**src/rtl/sgb_packet_tx_if.sv**
```systemverilog
// ---------------------------------------------------------------------------
// sgb_packet_tx_if
// Bus bundle for the SGB packet transmitter.
//   wr / wr_addr / wr_data : packet buffer byte write (master -> slave)
//   start / abort          : transmission control (master -> slave)
//   busy / done            : transmission status (slave -> master)
//   p54_out                : {P15,P14} joypad select line drive (slave -> master)
// ---------------------------------------------------------------------------
interface sgb_packet_tx_if;
    logic       wr;
    logic [3:0] wr_addr;
    logic [7:0] wr_data;
    logic       start;
    logic       abort;
    logic       busy;
    logic       done;
    logic [1:0] p54_out;

    modport master (
        output wr, wr_addr, wr_data, start, abort,
        input  busy, done, p54_out
    );

    modport slave (
        input  wr, wr_addr, wr_data, start, abort,
        output busy, done, p54_out
    );
endinterface

```
**src/rtl/sgb_packet_tx.sv**
```systemverilog
// ---------------------------------------------------------------------------
// sgb_packet_tx
// Serialises one 16-byte SGB command packet onto the Game Boy joypad select
// lines. The output feeds the joy_p54 input of the ICD2 packet decoder.
// Line sequence: reset pulse (both low), high, 128 data bits (byte 0 first,
// LSB first, '1' = P15 low, '0' = P14 low) each followed by a high phase,
// then a '0' stop bit and a final high phase.
// Ports:
//   clk    : system clock
//   reset  : synchronous, active-high reset
//   ce     : GB clock enable; every line phase is timed in ce ticks
//   bus    : sgb_packet_tx_if.slave (write port, start/abort, busy/done,
//            p54_out = {P15,P14}, idle 2'b11)
// ---------------------------------------------------------------------------
module sgb_packet_tx #(
    parameter int RST_TICKS  = 4,
    parameter int LOW_TICKS  = 4,
    parameter int HIGH_TICKS = 4
) (
    input  logic              clk,
    input  logic              reset,
    input  logic              ce,
    sgb_packet_tx_if.slave    bus
);

    localparam int TMAX_A = (RST_TICKS > LOW_TICKS) ? RST_TICKS : LOW_TICKS;
    localparam int TMAX   = (TMAX_A > HIGH_TICKS) ? TMAX_A : HIGH_TICKS;
    localparam int TW     = (TMAX < 2) ? 1 : $clog2(TMAX + 1);

    localparam logic [TW-1:0] T_RST  = TW'(RST_TICKS);
    localparam logic [TW-1:0] T_LOW  = TW'(LOW_TICKS);
    localparam logic [TW-1:0] T_HIGH = TW'(HIGH_TICKS);
    localparam logic [TW-1:0] T_ONE  = TW'(1);

    localparam logic [1:0] P_BOTH_LO = 2'b00;
    localparam logic [1:0] P_IDLE    = 2'b11;
    localparam logic [1:0] P_ONE     = 2'b01;   // P15 low
    localparam logic [1:0] P_ZERO    = 2'b10;   // P14 low

    typedef enum logic [2:0] {
        S_IDLE,
        S_RST_LO,
        S_RST_HI,
        S_BIT_LO,
        S_BIT_HI,
        S_STOP_LO,
        S_STOP_HI,
        S_DONE
    } state_t;

    state_t        r_state;
    logic [1:0]    r_p54;
    logic          r_busy;
    logic          r_done;
    logic [6:0]    r_bitcnt;
    logic [TW-1:0] r_tick;
    logic [7:0]    r_buf [16];

    logic [6:0]    w_sel_idx;
    logic [7:0]    w_sel_byte;
    logic          w_sel_bit;
    logic [1:0]    w_bit_pat;

    assign bus.p54_out = r_p54;
    assign bus.busy    = r_busy;
    assign bus.done    = r_done;

    // Packet buffer. Writes are locked out for the whole transmission,
    // including the DONE cycle, so the packet on the wire is stable.
    always_ff @(posedge clk) begin
        if (bus.wr && !r_busy) begin
            r_buf[bus.wr_addr] <= bus.wr_data;
        end
    end

    // Bit about to be driven: from BIT_HI the next bit is bitcnt+1, from
    // RST_HI it is bit 0 (bitcnt is cleared on start).
    assign w_sel_idx  = (r_state == S_BIT_HI) ? (r_bitcnt + 7'd1) : r_bitcnt;
    assign w_sel_byte = r_buf[w_sel_idx[6:3]];
    assign w_sel_bit  = w_sel_byte[w_sel_idx[2:0]];
    assign w_bit_pat  = w_sel_bit ? P_ONE : P_ZERO;

    always_ff @(posedge clk) begin
        if (reset) begin
            r_state  <= S_IDLE;
            r_p54    <= P_IDLE;
            r_busy   <= 1'b0;
            r_done   <= 1'b0;
            r_bitcnt <= 7'd0;
            r_tick   <= '0;
        end else begin
            r_done <= 1'b0;
            if (bus.abort && (r_state != S_IDLE)) begin
                r_state  <= S_IDLE;
                r_p54    <= P_IDLE;
                r_busy   <= 1'b0;
                r_bitcnt <= 7'd0;
                r_tick   <= '0;
            end else begin
                case (r_state)
                    S_IDLE: begin
                        // Start is taken immediately, independent of ce.
                        if (bus.start) begin
                            r_state  <= S_RST_LO;
                            r_p54    <= P_BOTH_LO;
                            r_busy   <= 1'b1;
                            r_bitcnt <= 7'd0;
                            r_tick   <= T_RST;
                        end
                    end

                    S_DONE: begin
                        r_state <= S_IDLE;
                        r_busy  <= 1'b0;
                    end

                    default: begin
                        if (ce) begin
                            if (r_tick != T_ONE) begin
                                r_tick <= r_tick - T_ONE;
                            end else begin
                                case (r_state)
                                    S_RST_LO: begin
                                        r_state <= S_RST_HI;
                                        r_p54   <= P_IDLE;
                                        r_tick  <= T_HIGH;
                                    end
                                    S_RST_HI: begin
                                        r_state <= S_BIT_LO;
                                        r_p54   <= w_bit_pat;
                                        r_tick  <= T_LOW;
                                    end
                                    S_BIT_LO: begin
                                        r_state <= S_BIT_HI;
                                        r_p54   <= P_IDLE;
                                        r_tick  <= T_HIGH;
                                    end
                                    S_BIT_HI: begin
                                        if (r_bitcnt == 7'd127) begin
                                            r_state <= S_STOP_LO;
                                            r_p54   <= P_ZERO;
                                        end else begin
                                            r_state  <= S_BIT_LO;
                                            r_p54    <= w_bit_pat;
                                            r_bitcnt <= r_bitcnt + 7'd1;
                                        end
                                        r_tick <= T_LOW;
                                    end
                                    S_STOP_LO: begin
                                        r_state <= S_STOP_HI;
                                        r_p54   <= P_IDLE;
                                        r_tick  <= T_HIGH;
                                    end
                                    S_STOP_HI: begin
                                        r_state <= S_DONE;
                                        r_done  <= 1'b1;
                                        r_tick  <= '0;
                                    end
                                    default: begin
                                        r_state <= S_IDLE;
                                        r_p54   <= P_IDLE;
                                        r_busy  <= 1'b0;
                                    end
                                endcase
                            end
                        end
                    end
                endcase
            end
        end
    end

endmodule

```
**src/flat_wrapper.sv**
```systemverilog
// flat-port wrapper written by rule: the top's interface ports become plain ports
module sgb_packet_tx_flat 
#(
    parameter int RST_TICKS  = 4,
    parameter int LOW_TICKS  = 4,
    parameter int HIGH_TICKS = 4
)
  (clk, reset, ce, bus_wr, bus_wr_addr, bus_wr_data, bus_start, bus_abort, bus_busy, bus_done, bus_p54_out);
  sgb_packet_tx_if bus_i ();
  input  logic clk;
  input  logic reset;
  input  logic ce;
  input wire logic [$bits(bus_i.wr)-1:0] bus_wr;
  input wire logic [$bits(bus_i.wr_addr)-1:0] bus_wr_addr;
  input wire logic [$bits(bus_i.wr_data)-1:0] bus_wr_data;
  input wire logic [$bits(bus_i.start)-1:0] bus_start;
  input wire logic [$bits(bus_i.abort)-1:0] bus_abort;
  output wire logic [$bits(bus_i.busy)-1:0] bus_busy;
  output wire logic [$bits(bus_i.done)-1:0] bus_done;
  output wire logic [$bits(bus_i.p54_out)-1:0] bus_p54_out;
  assign bus_i.wr = bus_wr;
  assign bus_i.wr_addr = bus_wr_addr;
  assign bus_i.wr_data = bus_wr_data;
  assign bus_i.start = bus_start;
  assign bus_i.abort = bus_abort;
  assign bus_busy = bus_i.busy;
  assign bus_done = bus_i.done;
  assign bus_p54_out = bus_i.p54_out;
  sgb_packet_tx #(.RST_TICKS(RST_TICKS), .LOW_TICKS(LOW_TICKS), .HIGH_TICKS(HIGH_TICKS)) u_core (.clk(clk), .reset(reset), .ce(ce), .bus(bus_i));
endmodule
```
**config.mk**
```make
export PLATFORM = sky130hd
export DESIGN_NAME = sgb_packet_tx_flat
export DESIGN_NICKNAME = d
export VERILOG_FILES = /design/src/rtl/sgb_packet_tx_if.sv /design/src/rtl/sgb_packet_tx.sv /design/src/flat_wrapper.sv
export SDC_FILE = /design/constraint.sdc
export NUM_CORES = 1
export LEC_CHECK = 0
export CORE_UTILIZATION = 40
export DETAILED_ROUTE_END_ITERATION = 12
export HOLD_SLACK_MARGIN = 0.03
export SKIP_LAST_GASP = 1
export SLEW_MARGIN = 20
export SYNTH_ARGS = -nofsm -noshare
export SYNTH_HDL_FRONTEND = slang
export SYNTH_SLANG_ARGS = --single-unit
```
**constraint.sdc**
```tcl
create_clock -name clk -period 3.75 [get_ports clk]
set_input_delay 1.125 -clock clk [delete_from_list [all_inputs] [get_ports clk]]
set_output_delay 1.125 -clock clk [all_outputs]
set_load 0.03 [all_outputs]
```
==> metrics.md, run 1 <==
| Metric | Value |
|---|---|
| Status | `completed` |
| Final wirelength | `15.4 mm` |
| Die height | `129 microns` |
| Commonest cells after routing, fill and taps aside | `edfxtp_1, nand2_1, nor2_1` |
| P per Cell Area | `553 mW/mm^2` |
| FP Rows | `46` |
| Critical Path AT | `3670 ps` |
| Max frequency | `298 MHz` |
| Footprint of the multi-input gates | `0.00212 sq mm` |
| Pleak | `2.56 nW` |
| I/O pin cnt | `22` |
| Slew Limit Fails | `0` |
| Critical-path top delay cell | `nor3b_2` |
| Final Util | `48.1%` |
| Crit path max fanout | `26` |
| H-tree depth | `4` |
| ANT nets after route | `0` |
| Worst Path Required | `4070 ps` |
| Via/cell ratio | `5.72` |
| Initial antenna violation count | `0` |
| FF+latch area | `0.00418 sq mm` |
| Full die area | `0.0167 sq mm` |
| Chip Width | `129 microns` |
| Register area share after synthesis | `64.4%` |
| Clock sinks | `145` |
| Synthesized area | `0.00649 sq mm` |
| Endpoints failing setup | `0` |
| GRT Util Overall | `19.8%` |
| Top FF cell, synth | `edfxtp_1` |
| Final instance area | `0.00764 sq mm` |
| Max cap viols | `0` |
| CP cell instances | `buf_4 -> nor3b_2 -> nand4_1 -> nand2_1 -> buf_4 -> mux4_2 -> or3_1 -> o2111ai_1 -> nand4b_1 -> o32ai_2 -> a211o_1` |
| Resized Gates After CTS | `0` |
| Hold-fix buffers, CTS | `0` |
| Synth warnings | `0` |
| Final Hold Viols | `0` |
| RSZ-0062 raised after global routing | `false` |
| Initial Util | `40.9%` |
| Root buffer cell | `clkbuf_16` |
| Hpwl dp | `10.3 mm` |
| Tcrit/Tclk final | `89.4%` |
| Clock latency on the worst-skew pair | `420 ps` |
| Final Hold Slack | `562 ps` |
| Layout cell share with drive strength beyond 1 | `13.2%` |
| Commonest non-fill, non-tap cell in the layout | `edfxtp_1` |
| DR pass1 iterations | `5` |
| Maximum buffer depth of the clock tree | `2` |
| Most frequent CP cell | `buf_4` |
| Worst-Margin Slew | `879 ps` |
| Final net count | `578` |
| Max-slew headroom | `41.2%` |
| TNS Setup | `0 ps` |
| Synth-to-Final Area Change | `17.6%` |
| Hold Crit Class | `flip-flop to flip-flop` |
| # port buffers | `21` |
| Number of global-route vias before repair | `4282` |
| Synth Instances | `518` |
| Synth Register Bits | `145` |
| Drt first-iter violations | `376` |
| Global-route wire length before repair | `24.0 mm` |
| Post-Syn Area per Cell | `12.5 sq um` |
| Area post-placement | `0.00700 sq mm` |
| Setup crit end kind | `flip-flop` |
| Setup bufs post-CTS | `0` |
| Largest net degree at the start of global routing | `27` |
| Synth cell types | `61` |
| CP startpoint kind | `flip-flop` |
| TritonCTS Buffers | `17` |
| Post-synth EDFFs | `128` |
| Skew final | `9.29 ps` |
| GRT overflow | `0` |
| Maximum VDD drop | `0.000327 V` |
| Worst setup path category | `flip-flop to flip-flop` |
| Final Critical Period | `3350 ps` |
| Clock transition at path regs | `70 ps` |
| Wire length per cell | `19.6 microns` |
| # diodes | `0` |
| Detailed-route via count | `4498` |
| Largest stage delay, worst path | `470 ps` |
| DRC errors left | `0` |
| Synthesized Nets | `539` |
| GPL Wtd Cong | `0.944` |
| FILL cells | `1422` |
| Asr flop ratio synth | `0%` |
| Placeable Area | `0.0159 sq mm` |
| CTS tree | `built` |
## synthesized netlist by cell type, drive strengths merged (4+ instances only)
cell | number | area, sq um
edfxtp | 128 | 3840
nand2 | 75 | 289
nor2 | 41 | 154
a21oi | 23 | 119
nand3 | 23 | 115
o21ai | 20 | 104
and3 | 19 | 119
dfxtp | 17 | 340
nor3 | 16 | 80.1
buf | 15 | 125
a211oi | 14 | 105
mux2i | 14 | 140
clkbuf | 13 | 48.8
or3 | 9 | 56.3
mux4 | 8 | 184
inv | 5 | 18.8
nand2b | 5 | 31.3
nor4 | 5 | 31.3
a31oi | 4 | 25.0
a32oi | 4 | 35.0
a41o | 4 | 40.0
and2 | 4 | 25.0
## flip-flops by register name (all words and copies together), names as in the netlist
name	cells
u_core.bus.busy	1
u_core.r_buf	128
u_core.r_tick	3
u_core.r_bitcnt	7
u_core.bus.p54_out	2
u_core.bus.done	1
u_core.r_state	3
## worst max-delay path, delay by kind of cell (launching register included)
family | cells | cell delay (ps)
simple gates | 5 | 1440
buf+inv | 2 | 550
mux | 1 | 400
flops | 1 | 330
compound gates | 3 | 500
## kinds of logic (layout without fill, tap and decap cells)
logic type / Yosys count / count (layout) / share of synthesized area (%)
flops: 145 / 145 / 64.4
fa+ha+maj: 3 / 3 / 0.578
compound gates: 99 / 99 / 10.7
simple gates: 213 / 213 / 15.9
xor+xnor: 3 / 3 / 0.405
mux: 22 / 22 / 4.99
buf+inv: 33 / 85 / 2.97
## per-layer routing
metal | global-route usage (%) | vias to the layer above | wire (microns) | part of all wire (%)
li1 | - | 2069 | - | -
met1 | 26.6 | 2193 | 6870 | 45
met2 | 30.3 | 203 | 7120 | 46
met3 | 4.34 | 33 | 945 | 6.1
met4 | 9.71 | 0 | 464 | 3.0
met5 | 0 | - | 0 | 0
## power by group
group          total, mW  switching [mW]  internal, mW  leakage (nW)
Clock               1.81           0.730          1.08         0.313
Combinational      0.551           0.340         0.211         0.957
Sequential          1.86          0.0395          1.82          1.29
Total               4.22            1.11          3.11          2.56
## path summary, 6_finish.rpt
path | start | endpoint | slack [ps] | cells after the start
worst max register to register | u_core.r_state[2] | u_core.bus.p54_out[0] | 400 | 11
worst min register to register | u_core.r_tick[0] | u_core.r_tick[0] | 560 | 2
worst max-delay path | u_core.r_state[2] | u_core.bus.p54_out[0] | 400 | 11
worst min-delay path | u_core.r_tick[0] | u_core.r_tick[0] | 560 | 2
## layout make-up
class	instances	area share, %
Clock buffer	17	5.57
Clock inverter	15	2.72
Inverter	5	0.246
Multi-Input combinational cell	340	27.7
Sequential cell	145	54.8
Tap cell	216	3.54
Timing Repair Buffer	48	5.41
## metrics by stage
step,setup slack (ps),power (mW),instances
floorplan,734,2.26,518
global placement,446,2.43,754
detailed placement,419,2.44,754
CTS,415,4.24,786
global route,195,4.37,786
finish,399,4.22,786
Power figures use the tool's default switching activity.
==> run 2, diff against run 1 <==
--- a/config.mk
+++ b/config.mk
@@ -5,9 +5,10 @@
 export SDC_FILE = /design/constraint.sdc
 export NUM_CORES = 1
 export LEC_CHECK = 0
-export CORE_UTILIZATION = 40
+export CORE_UTILIZATION = 52
 export DETAILED_ROUTE_END_ITERATION = 12
 export HOLD_SLACK_MARGIN = 0.03
+export PLACE_DENSITY = 0.69
 export SKIP_LAST_GASP = 1
 export SLEW_MARGIN = 20
 export SYNTH_ARGS = -nofsm -noshare
==> run 2 against run 1 <==
Critical path depth shrank 1. Clock skew shrank 1.9 ps. Register-to-register slack gained 20 ps. Critical endpoint unchanged. Largest power group unchanged.
==> metrics.md, run 2 (same netlist as run 1, synthesis figures left out) <==
| Metric | Value |
|---|---|
| Status | `completed` |
| CTS tree | `built` |
| CP bufs+invs | `1 (-1)` |
| Switching share of power | `24.3% (-2.0 points)` |
| H-tree depth | `4 (unchanged)` |
| P_sw | `0.988 mW (-11%)` |
| Worst-Margin Slew | `1000 ps (+126 ps)` |
| Detailed-route via count | `4555 (+1.3%)` |
| Clock transition at path regs | `60 ps (about the same)` |
| Number of global-route vias before repair | `4343 (+1.4%)` |
| Root buffer cell | `clkbuf_16` |
| Max reg flops | `128 (unchanged)` |
| Maximum VDD drop | `0.000305 V (-6.9%)` |
| Hold Startpoint | `u_core.r_tick[0]` |
| Synth-to-Final Area Change | `16.4%` |
| Clock share of power | `40.6% (-2.3 points)` |
| Pleak | `2.55 nW (-0.53%)` |
| Crit path max fanout | `28 (+7.7%)` |
| Clock latency on the worst-skew pair | `420 ps (about the same)` |
| Max-slew headroom | `32.3% (-8.9 points)` |
| Largest stage delay, worst path | `550 ps (+80 ps)` |
| Layout cell share with drive strength beyond 1 | `12.9% (-0.29 points)` |
| Worst Path Required | `4050 ps (-20 ps)` |
| Clock sinks | `145 (unchanged)` |
| Setup bufs post-CTS | `0 (unchanged)` |
| Maximum buffer depth of the clock tree | `2 (unchanged)` |
| Slew Limit Fails | `0 (unchanged)` |
| Reg2reg start | `u_core.r_bitcnt[0]` |
| Drt first-iter violations | `526 (+40%)` |
| Die height | `114 microns (-12%)` |
| Hold-fix buffers, CTS | `0 (unchanged)` |
| # diodes | `0 (unchanged)` |
| # port buffers | `21 (unchanged)` |
| R2r setup slk | `420 ps (+20 ps)` |
| ANT nets after route | `0 (unchanged)` |
| CP cell instances | `and3_1 -> nand4_1 -> nand2_1 -> buf_4 -> mux4_2 -> or3_1 -> o2111ai_1 -> nand4b_1 -> o32ai_2 -> a211o_1` |
| Hold Crit Class | `flip-flop to flip-flop` |
| Final Util | `62.4% (+14 points)` |
| Top reg by flops | `u_core.r_buf` |
| Worst setup path category | `flip-flop to flip-flop` |
| Resized Gates After CTS | `0 (unchanged)` |
| Final Hold Viols | `0 (unchanged)` |
| GPL Wtd Cong | `0.869 (-7.9%)` |
| Initial Util | `53.6% (+13 points)` |
| RR Endpoint | `u_core.bus.p54_out[0]` |
| TNS Setup | `0 ps (unchanged)` |
| DRC errors left | `0 (unchanged)` |
| Commonest non-fill, non-tap cell in the layout | `edfxtp_1` |
| I/O pin cnt | `22 (unchanged)` |
| FP Rows | `40 (-13%)` |
| P per Cell Area | `537 mW/mm^2 (-2.9%)` |
| Tcrit/Tclk final | `88.8% (-0.60 points)` |
| Initial antenna violation count | `0 (unchanged)` |
| Cell family with most CP delay | `simple AND/OR/NAND/NOR gates` |
| WHS Endpoint | `u_core.r_tick[0]` |
| TritonCTS Buffers | `17 (unchanged)` |
| Max frequency | `300 MHz (+0.67%)` |
| Endpoints failing setup | `0 (unchanged)` |
| Skew final | `7.40 ps (-1.89 ps)` |
| Worst r2r path cells | `10 (-1)` |
| Setup crit end kind | `flip-flop` |
| Placeable Area | `0.0121 sq mm (-24%)` |
| Max cap viols | `0 (unchanged)` |
| Final Critical Period | `3330 ps (-22.4 ps)` |
| Full die area | `0.0129 sq mm (-23%)` |
| Combinational cell fraction of total power | `13.6% (+0.5 points)` |
| Final wirelength | `14.8 mm (-4.0%)` |
| DR pass1 iterations | `5 (unchanged)` |
| Int Pwr | `3.07 mW (-1.3%)` |
| WHS Path Cells | `2 (unchanged)` |
| Wire length per cell | `19.9 microns (+1.6%)` |
| Top flop regs | `u_core.r_buf x128, u_core.r_bitcnt x7` |
| Hpwl dp | `9.79 mm (-5.0%)` |
| Sequential Power Share | `45.8% (+1.8 points)` |
| GRT Util Overall | `25.0% (+5.3 points)` |
| Largest net degree at the start of global routing | `29 (+7.4%)` |
| Via/cell ratio | `6.13 (+7.1%)` |
| Chip Width | `114 microns (-12%)` |
| Critical Path AT | `3630 ps (-40 ps)` |
| Global-route wire length before repair | `23.7 mm (-1.2%)` |
| Final net count | `583 (+0.87%)` |
| Commonest cells after routing, fill and taps aside | `edfxtp_1, nand2_1, nor2_1` |
| Critical-path top delay cell | `dfxtp_1` |
| RSZ-0062 raised after global routing | `false` |
| GRT overflow | `0 (unchanged)` |
| CP startpoint kind | `flip-flop` |
-- run 2: cell types whose count changed in the layout (fill, tap and decap cells not counted), moves of 2 or more --
cell,delta
clkinvlp_4,+3
buf_4,+5
inv_8,-5
clkbuf_1,+4
inv_6,-5
clkinv_1,+2
clkinv_2,+2
-- run 2: layer usage --
layer / part of all wire (%) / wire (microns) / track usage, % / up-vias
li1: - / - / - / 2081
met1: 43 / 6380 / 34.9 / 2246
met2: 48 / 7130 / 39.1 / 201
met3: 6.7 / 996 / 5.10 / 27
met4: 1.9 / 282 / 9.12 / 0
met5: 0 / 0 / 0 / -
-- run 2: metrics by stage --
stage | worst slack, ps | hold WS [ps] | cells | total power [mW] | area, sq um
after CTS | 422 | 567 | 743 | 4.07 | 7560
after global placement | 584 | 537 | 711 | 2.42 | 6980
after detailed placement | 482 | 561 | 711 | 2.44 | 6980
after global routing | 156 | 606 | 743 | 4.21 | 7560
after floorplan | 734 | 514 | 518 | 2.26 | 6490
final | 421 | 555 | 743 | 4.06 | 7560
-- run 2: how the worst max path moves through the flow --
stage | start | end | slack [ps] | cells after the start
2_1_floorplan | u_core.r_state[0] | u_core.bus.p54_out[0] | 730 | 12
3_3_place_gp | u_core.r_state[0] | u_core.bus.p54_out[1] | 580 | 10
3_5_place_dp | u_core.r_state[0] | u_core.bus.p54_out[1] | 480 | 10
4_1_cts | u_core.r_state[0] | u_core.bus.p54_out[0] | 420 | 10
5_1_grt | u_core.r_bitcnt[0] | u_core.bus.p54_out[0] | 160 | 10
6_report | u_core.r_bitcnt[0] | u_core.bus.p54_out[0] | 420 | 10
-- run 2: layout make-up --
class | instances | area, sq um
fill | 965 | 4550
timing repair buffer | 53 | 450
clock buffer | 21 | 440
tap | 168 | 210
sequential | 145 | 4180
clock inverter | 11 | 139
multi-input combinational | 340 | 2120
inverter | 5 | 18.8
-- run 2: worst reg2reg max path: stages, from the launching register on --
cell,delay [ps]
dfxtp_1,550
and3_1,320
nand4_1,310
nand2_1,280
buf_4,360
mux4_2,360
or3_1,330
o2111ai_1,130
nand4b_1,150
o32ai_2,110
a211o_1,320
-- run 2: power by group through the flow --
stage	combinational, mW	clock (mW)	sequential, mW
final	0.550	1.65	1.86
after global placement	0.534	0	1.89
after floorplan	0.359	0	1.90
after detailed placement	0.545	0	1.89
after CTS	0.547	1.67	1.86
after global routing	0.608	1.74	1.86
==> run 3, diff against run 2 <==
--- a/config.mk
+++ b/config.mk
@@ -9,6 +9,7 @@
 export DETAILED_ROUTE_END_ITERATION = 12
 export HOLD_SLACK_MARGIN = 0.03
 export PLACE_DENSITY = 0.69
+export RECOVER_POWER = 25
 export SKIP_LAST_GASP = 1
 export SLEW_MARGIN = 20
 export SYNTH_ARGS = -nofsm -noshare
==> constraint.sdc (replaced) <==
create_clock -name clk -period 3.59 [get_ports clk]
set_input_delay 1.077 -clock clk [delete_from_list [all_inputs] [get_ports clk]]
set_output_delay 1.077 -clock clk [all_outputs]
set_load 0.03 [all_outputs]
==> run 3 against run 2 <==
Utilization decreased by 0.30 points. Die area stayed put. Final area fell by 0.48%. Fmax decreased by 0.30%. Largest power group unchanged.
==> metrics.md, run 3 (same netlist as run 1, synthesis figures left out) <==
| Metric | Value |
|---|---|
| Worst r2r path cells | `10 (unchanged)` |
| Detailed-route via count | `4470 (-1.9%)` |
| Max-slew headroom | `40.8% (+8.6 points)` |
| Setup crit end | `u_core.bus.p54_out[1]` |
| Initial antenna violation count | `0 (unchanged)` |
| Wire length per cell | `20.0 microns (+0.26%)` |
| # port buffers | `21 (unchanged)` |
| Die height | `114 microns (unchanged)` |
| Top flop regs | `u_core.r_buf x128, u_core.r_bitcnt x7` |
| H-tree depth | `4 (unchanged)` |
| Placeable Area | `0.0121 sq mm (unchanged)` |
| GPL Wtd Cong | `0.887 (+2.0%)` |
| Clock transition at path regs | `60 ps (about the same)` |
| Maximum buffer depth of the clock tree | `2 (unchanged)` |
| Critical Path AT | `3630 ps (about the same)` |
| Skew final | `10.7 ps (+3.35 ps)` |
| Number of global-route vias before repair | `4317 (-0.60%)` |
| Layout cell share with drive strength beyond 1 | `12.6% (-0.28 points)` |
| ANT nets after route | `0 (unchanged)` |
| Final wirelength | `14.8 mm (-0.15%)` |
| CTS tree | `built` |
| Final Hold Viols | `0 (unchanged)` |
| FP Rows | `40 (unchanged)` |
| Endpoints failing setup | `0 (unchanged)` |
| Reg2reg start | `u_core.r_state[0]` |
| CP startpoint | `u_core.r_state[0]` |
| Chip Width | `114 microns (unchanged)` |
| Full die area | `0.0129 sq mm (unchanged)` |
| Slew Limit Fails | `0 (unchanged)` |
| DRC errors left | `0 (unchanged)` |
| Final net count | `581 (-0.34%)` |
| Via/cell ratio | `6.04 (-1.5%)` |
| Hpwl dp | `9.74 mm (-0.56%)` |
| Clock latency on the worst-skew pair | `420 ps (about the same)` |
| Maximum VDD drop | `0.000326 V (+7.1%)` |
| Fin worst setup slack | `251 ps (-170 ps)` |
| Final Hold Slack | `559 ps (+3.48 ps)` |
| TritonCTS Buffers | `17 (unchanged)` |
| RR Endpoint | `u_core.bus.p54_out[1]` |
| P per Cell Area | `554 mW/mm^2 (+3.3%)` |
| Hold Crit Class | `flip-flop to flip-flop` |
| R2r setup slk | `250 ps (-170 ps)` |
| Drt first-iter violations | `462 (-12%)` |
| DR pass1 iterations | `5 (unchanged)` |
| Setup crit end kind | `flip-flop` |
| Global-route wire length before repair | `23.4 mm (-1.3%)` |
| Final Critical Period | `3340 ps (+9.87 ps)` |
| Commonest cells after routing, fill and taps aside | `edfxtp_1, nand2_1, nor2_1` |
| Clock sinks | `145 (unchanged)` |
| Status | `completed` |
| Synth-to-Final Area Change | `15.9%` |
| TNS Setup | `0 ps (unchanged)` |
| Worst Path Required | `3880 ps (-170 ps)` |
| CP startpoint kind | `flip-flop` |
| Top reg by flops | `u_core.r_buf` |
| RSZ-0062 raised after global routing | `false` |
| Pleak | `2.52 nW (-1.0%)` |
| Worst-Margin Slew | `878 ps (-127 ps)` |
| Max frequency | `300 MHz (-0.30%)` |
| Commonest non-fill, non-tap cell in the layout | `edfxtp_1` |
| Max cap viols | `0 (unchanged)` |
| Worst setup path category | `flip-flop to flip-flop` |
| GRT Util Overall | `24.8% (-0.25 points)` |
| I/O pin cnt | `22 (unchanged)` |
| Tcrit/Tclk final | `93.0% (+4.2 points)` |
| # diodes | `0 (unchanged)` |
| Largest net degree at the start of global routing | `29 (unchanged)` |
| Root buffer cell | `clkbuf_16` |
| Hold-fix buffers, CTS | `0 (unchanged)` |
| GRT overflow | `0 (unchanged)` |
| Dpl ws | `198 ps (-284 ps)` |
| Max reg flops | `128 (unchanged)` |
| Initial Util | `53.6% (unchanged)` |
| Crit path max fanout | `14 (-50%)` |
run 3: how the worst min path moves through the flow:
stage,from,to,slack (ps),depth (start not counted)
final,u_core.r_tick[0],u_core.r_tick[0],560,2
after global routing,u_core.bus.p54_out[1],u_core.bus.p54_out[1],600,2
after CTS,u_core.r_tick[0],u_core.r_tick[0],560,2
after detailed placement,u_core.r_tick[0],u_core.r_tick[0],550,2
after global placement,u_core.r_tick[0],u_core.r_tick[0],540,2
after floorplan,u_core.r_tick[0],u_core.r_tick[0],510,2
run 3: final cells by class:
cell class / count / area (sq um)
fill: 952 / 4590
multi-input combinational: 340 / 2120
clock buffer: 20 / 437
clock inverter: 11 / 115
tap: 168 / 210
inverter: 5 / 18.8
timing repair buffer: 51 / 435
sequential: 145 / 4180
run 3: report_power, final:
group	internal [mW]	switching (mW)	total (mW)
Combinational	0.221	0.355	0.576
Clock	1.01	0.646	1.66
Sequential	1.90	0.0376	1.94
Total	3.13	1.04	4.17
run 3: routing by layer:
metal / up-vias / track usage, % / wire length [microns]
met2: 172 / 39.6 / 7120
met4: 0 / 10.8 / 250
met5: - / 0 / 0
li1: 2084 / - / -
met1: 2199 / 32.9 / 6560
met3: 15 / 5.31 / 826
run 3: timing repair:
item,in CTS,in global routing
buffers inserted,0,0
resized for setup,0,1
setup endpoints to repair,0,1
run 3: worst max-delay path, cell delays in order (launching register included):
cell     delay, ps
dfxtp_1        300
or3b_1         410
buf_4          190
o21ai_2        310
and2_1         620
nand2_1        130
a32o_1         270
o21ai_0        230
a41oi_1        230
o32ai_2        410
a22oi_1        110
run 3: metrics by stage:
stage	utilization (%)	power, mW	cells	cell area [sq um]
6_report	62.1	4.17	740	7520
5_1_grt	62.1	4.32	740	7520
4_1_cts	62.1	4.18	740	7520
3_5_place_dp	57.5	2.54	709	6970
3_3_place_gp	57.5	2.53	709	6970
2_1_floorplan	-	2.36	518	6490
